$ cat config.mk
export PLATFORM = sky130hd
export DESIGN_NAME = adder_tree_arbiter
export DESIGN_NICKNAME = d
export VERILOG_FILES = /design/src/rtl/adder_tree_arbiter.sv
export SDC_FILE = /design/constraint.sdc
export NUM_CORES = 1
export LEC_CHECK = 0
export ABC_AREA = 1
export BUFFER_PORTS_ARGS = -buffer_cell sky130_fd_sc_hd__buf_2
export CAP_MARGIN = 20
export CORE_MARGIN = 2
export CORE_UTILIZATION = 40
export DETAILED_ROUTE_END_ITERATION = 8
export PLACE_DENSITY = 0.78
export SETUP_SLACK_MARGIN = 0.1
export SLEW_MARGIN = 30
export SYNTH_ARGS = -nofsm -noshare
export SYNTH_HDL_FRONTEND = slang
export SYNTH_SLANG_ARGS = --single-unit
$ cat constraint.sdc
create_clock -name clk -period 9.3 [get_ports clk]
set_clock_uncertainty 0.05 [all_clocks]
set_input_delay 1.86 -clock clk [delete_from_list [all_inputs] [get_ports clk]]
set_output_delay 1.86 -clock clk [all_outputs]
set_load 0.01 [all_outputs]
$ cat src/rtl/adder_tree_arbiter.sv
// Round-robin arbiter sharing one combinational adder tree among NREQ
// requesters; the winning sum and requester ID are registered behind valid/ready.

module adder_tree #(
  parameter int unsigned WIDTH = 8,
  parameter int unsigned N     = 4
) (
  input  logic [N*WIDTH-1:0] data_i,
  output logic [WIDTH-1:0]   sum_o
);

  always_comb begin
    sum_o = '0;
    for (int unsigned i = 0; i < N; i++) begin
      sum_o = sum_o + data_i[i*WIDTH +: WIDTH];
    end
  end

endmodule

module adder_tree_arbiter #(
  parameter int unsigned WIDTH = 8,
  parameter int unsigned N     = 4,
  parameter int unsigned NREQ  = 3
) (
  input  logic                      clk,
  input  logic                      rst_n,
  input  logic [NREQ-1:0]           req_valid,
  input  logic [NREQ*N*WIDTH-1:0]   req_data,
  output logic [NREQ-1:0]           req_ready,
  output logic                      out_valid,
  input  logic                      out_ready,
  output logic [WIDTH-1:0]          out_sum,
  output logic [((NREQ > 1) ? $clog2(NREQ) : 1)-1:0] out_id
);

  localparam int unsigned IDW = (NREQ > 1) ? $clog2(NREQ) : 1;

  logic [IDW-1:0]     rr_ptr_q, rr_ptr_d;
  logic               out_valid_q, out_valid_d;
  logic [WIDTH-1:0]   out_sum_q, out_sum_d;
  logic [IDW-1:0]     out_id_q, out_id_d;

  logic [NREQ-1:0]    gnt;
  logic               gnt_found;
  logic [IDW-1:0]     gnt_id;
  logic [IDW-1:0]     nxt_ptr;
  logic [N*WIDTH-1:0] gnt_data;
  logic [WIDTH-1:0]   gnt_sum;
  logic               accept;
  logic               transfer;

  // Search offsets k = 0..NREQ-1 from rr_ptr; the first valid requester wins.
  always_comb begin
    gnt       = '0;
    gnt_found = 1'b0;
    gnt_id    = '0;
    gnt_data  = '0;
    nxt_ptr   = '0;
    for (int unsigned k = 0; k < NREQ; k++) begin
      for (int unsigned r = 0; r < NREQ; r++) begin
        if (!gnt_found && req_valid[r] && (r == (32'(rr_ptr_q) + k) % NREQ)) begin
          gnt_found = 1'b1;
          gnt[r]    = 1'b1;
          gnt_id    = IDW'(r);
          gnt_data  = req_data[r*N*WIDTH +: N*WIDTH];
          nxt_ptr   = IDW'((r + 1) % NREQ);
        end
      end
    end
  end

  adder_tree #(
    .WIDTH (WIDTH),
    .N     (N)
  ) u_adder_tree (
    .data_i (gnt_data),
    .sum_o  (gnt_sum)
  );

  assign accept    = !out_valid_q || out_ready;
  assign req_ready = (rst_n && accept) ? gnt : '0;
  assign transfer  = |req_ready;

  always_comb begin
    out_valid_d = out_valid_q;
    out_sum_d   = out_sum_q;
    out_id_d    = out_id_q;
    rr_ptr_d    = rr_ptr_q;
    if (accept) begin
      out_valid_d = transfer;
    end
    if (transfer) begin
      out_sum_d = gnt_sum;
      out_id_d  = gnt_id;
      rr_ptr_d  = nxt_ptr;
    end
  end

  always_ff @(posedge clk) begin
    if (!rst_n) begin
      out_valid_q <= 1'b0;
      out_sum_q   <= '0;
      out_id_q    <= '0;
      rr_ptr_q    <= '0;
    end else begin
      out_valid_q <= out_valid_d;
      out_sum_q   <= out_sum_d;
      out_id_q    <= out_id_d;
      rr_ptr_q    <= rr_ptr_d;
    end
  end

  assign out_valid = out_valid_q;
  assign out_sum   = out_sum_q;
  assign out_id    = out_id_q;

endmodule
==> summary.md <==
| Metric | Value |
|---|---|
| Outcome | `complete, no violations` |
| GR Overflow Total | `0` |
| Crit Path Max Fanout | `26` |
| CTS Buffer Depth | `2` |
| Syn_area_per_cell | `around 6 µm²` |
| Count leader, synth | `nand2_1` |
| RSZ-0062 raised after global routing | `false` |
| Die footprint | `7210 µm²` |
| Antenna diodes | `0` |
| First-pass GRT wire length | `roughly 14000 µm` |
| Max Slew Vio Count | `0` |
| Final hold vios | `0` |
| Final ANT Viol Nets | `0` |
| Largest net degree at the start of global routing | `39` |
| Hold Buf Count CTS | `0` |
| TritonRoute pass-1 iters | `5` |
| Synth Flop Type | `dfxtp_1` |
| Top cells by area, synth | `nand2_1 (16%), fa_1 (11%), dfxtp_1 (9.2%)` |
| Placed cell count | `around 620` |
| Worst Hold End | `out_sum[0]` |
| Clock sinks | `12` |
| I/O Pins | `116` |
| Setup bufs post-CTS | `0` |
| Worst VDD drop | `between 150 and 200 µV` |
| Largest stage delay on the critical path | `~0.70 ns` |
| WL final | `~8800 µm` |
| Core box area | `between 6000 and 7000 µm²` |
| Hold/Removal Path Class | `reg2reg` |
| Worst Tran Pin Value | `about 0.97 ns` |
| Post-synthesis sequential area ratio | `around 9%` |
| Proportion of layout cells with a drive suffix above 1 | `between 20% and 30%` |
| Rows | `29` |
| CTS clk-pin slew, worst paths | `0.05 ns` |
| Routed vias/inst | `~5.6` |
| Final Setup Violations | `0` |
| Slowest-stage cell, CP | `clkinv_1` |
| TritonCTS Buffers | `3` |
| Average wire per standard cell | `between 10 and 15 µm` |
| Non-filler instance count after layout | `between 600 and 700` |
| Yosys reg bits | `12` |
| Syn Inst Count | `about 440` |
| Min cycle time layout | `6.50 ns` |
| Setup ws final | `around 2.8 ns` |
| Relative slew slack | `35.0%` |
| Max Cap Violations | `0` |
| Post-synth top cells | `nand2_1 (115), inv_1 (60), o21ai_0 (48), a21oi_1 (41), nand3_1 (36)` |
| EDFF count, synth | `0` |
| Post-route cell area | `between 3000 and 4000 µm²` |
| Critical path launch point type | `input port` |
| Port Buffers | `between 100 and 150` |
| Hold Startpoint | `out_sum[0]` |
| Reg-to-reg startpoint | `out_id[0]` |
| Async set or reset register ratio after synthesis | `0%` |
| R2r setup slk | `3.84 ns` |
| GRT Total Usage | `23.2%` |
| Placed cell area | `3210 µm²` |
| Die Wd | `~85 µm` |
| CP Class | `in2reg` |
| Die H | `roughly 85 µm` |
| WHS Path Cells | `2` |
| Post-synth top area cell | `nand2_1` |
| Layout area overhead | `24.9%` |
| Yosys Warn Count | `0` |
| CTS tree | `yes` |
| Crit end category | `register` |
| Hpwl dp | `between 6000 and 7000 µm` |
| # nets final | `670` |
| H-tree depth | `1` |
| Highest Clock Rate | `around 0.15 GHz` |
| TNS Setup | `0 ns` |
| Leakage Power | `between 1.5 and 2 nW` |
| Initial Utilization | `41.3%` |
| DRC | `0` |
| R2r endpoint | `out_sum[7]` |
| Worst slack, placed | `about 2.5 ns` |
| Syn_nets | `~570` |
| Initial antenna violation count | `0` |
| Worst path most repeated cell | `nand2_1` |
| Vias in the first global route | `roughly 3100` |
| Final Util | `about half` |
| Final GP Congestion | `slightly above 0.9` |
| Required time of the critical path | `9.38 ns` |
| Top cell type's share of synthesized area | `16.5%` |
| Worst-skew pair later-pin latency | `0.24 ns` |
| Area of the mapped netlist | `roughly 2600 µm²` |
| Synth cell types | `38` |
| Crit path arrival time | `roughly 6.6 ns` |
| Pwr per Cell Area | `258 nW/µm²` |
| Post-route clock period utilization | `69.8%` |
| Via count | `3490` |
| Root buffer cell | `clkbuf_8` |
| Initial drt markers | `roughly 260` |
| Cts repair resizes | `0` |
| Reg2Reg Depth | `29` |
==> worst max path at each step <==
stage | from | to | slack, ns
after floorplan | req_valid[1] | out_sum[7] | 3.51
after global placement | req_valid[1] | out_sum[7] | 2.71
after detailed placement | req_valid[1] | out_sum[7] | 2.52
after CTS | req_valid[1] | out_sum[7] | 2.74
after global routing | req_valid[1] | out_sum[7] | 2.33
final | req_valid[1] | out_sum[7] | 2.80
==> where the power goes <==
| part | leakage, nW | switching, mW | internal, mW |
|---|---|---|---|
| clock | 0.0288 | 0.0192 | 0.0374 |
| combinational | 1.70 | 0.431 | 0.282 |
| sequential | 0.0989 | 0.00788 | 0.0669 |
==> metrics by stage <==
step	hold slack, ns	power [mW]
2_1_floorplan	0.433	0.593
3_3_place_gp	0.408	0.754
3_5_place_dp	0.407	0.770
4_1_cts	0.420	0.834
5_1_grt	0.444	0.949
6_report	0.420	0.845
==> sequential cells by signal, indices dropped and copies added, names as in the netlist <==
register   flops
rr_ptr_q       1
out_sum        8
out_id         2
out_valid      1
==> worst max-delay path: cells and delay by family <==
family,cells,cell delay (ns)
AO/OA/AOI/OAI,3,0.26
buffers and inverters,7,1.20
adder cells (fa/ha/maj),4,1.53
XOR/XNOR,1,0.21
AND/OR/NAND/NOR,14,1.52
==> per-layer routing <==
layer  GRT usage [%]  vias up  wire [µm]
li1                -     1682          -
met1            31.6     1607       3700
met2            38.6      186       4190
met3            2.63       15        810
met4            7.07        0        143
met5               0        -          0
==> placed cells by master, fill, tap and decap left out, types with 6 or more instances in the layout <==
cell type | synthesis | layout
buf_2 | 5 | 115
nand2_1 | 115 | 114
inv_1 | 60 | 60
o21ai_0 | 48 | 48
a21oi_1 | 41 | 41
nand3_1 | 36 | 36
nor2_1 | 20 | 20
fa_1 | 14 | 14
a221oi_1 | 13 | 13
dfxtp_1 | 12 | 12
ha_1 | 9 | 9
nand4_1 | 6 | 6
a22oi_1 | 6 | 6
==> layout make-up <==
cell class	count	area (µm²)
Timing Repair Buffer	117	591
Clock buffer	4	55.1
Inverter	65	246
Tap cell	77	96.3
Fill cell	645	3080
Multi-Input combinational cell	346	2040
Sequential cell	12	240
==> logic make-up after synthesis <==
kind of cell / after synthesis / share of synthesized area [%]
AOI/OAI and AO/OA: 123 / 27.5
xor gates and xnor gates: 8 / 2.67
adders and majority gates: 23 / 15.0
buffers and inverters: 84 / 12.9
DFF: 12 / 9.17
and+or+nand+nor: 192 / 32.7
No activity file was read; power rests on OpenSTA's default activity.
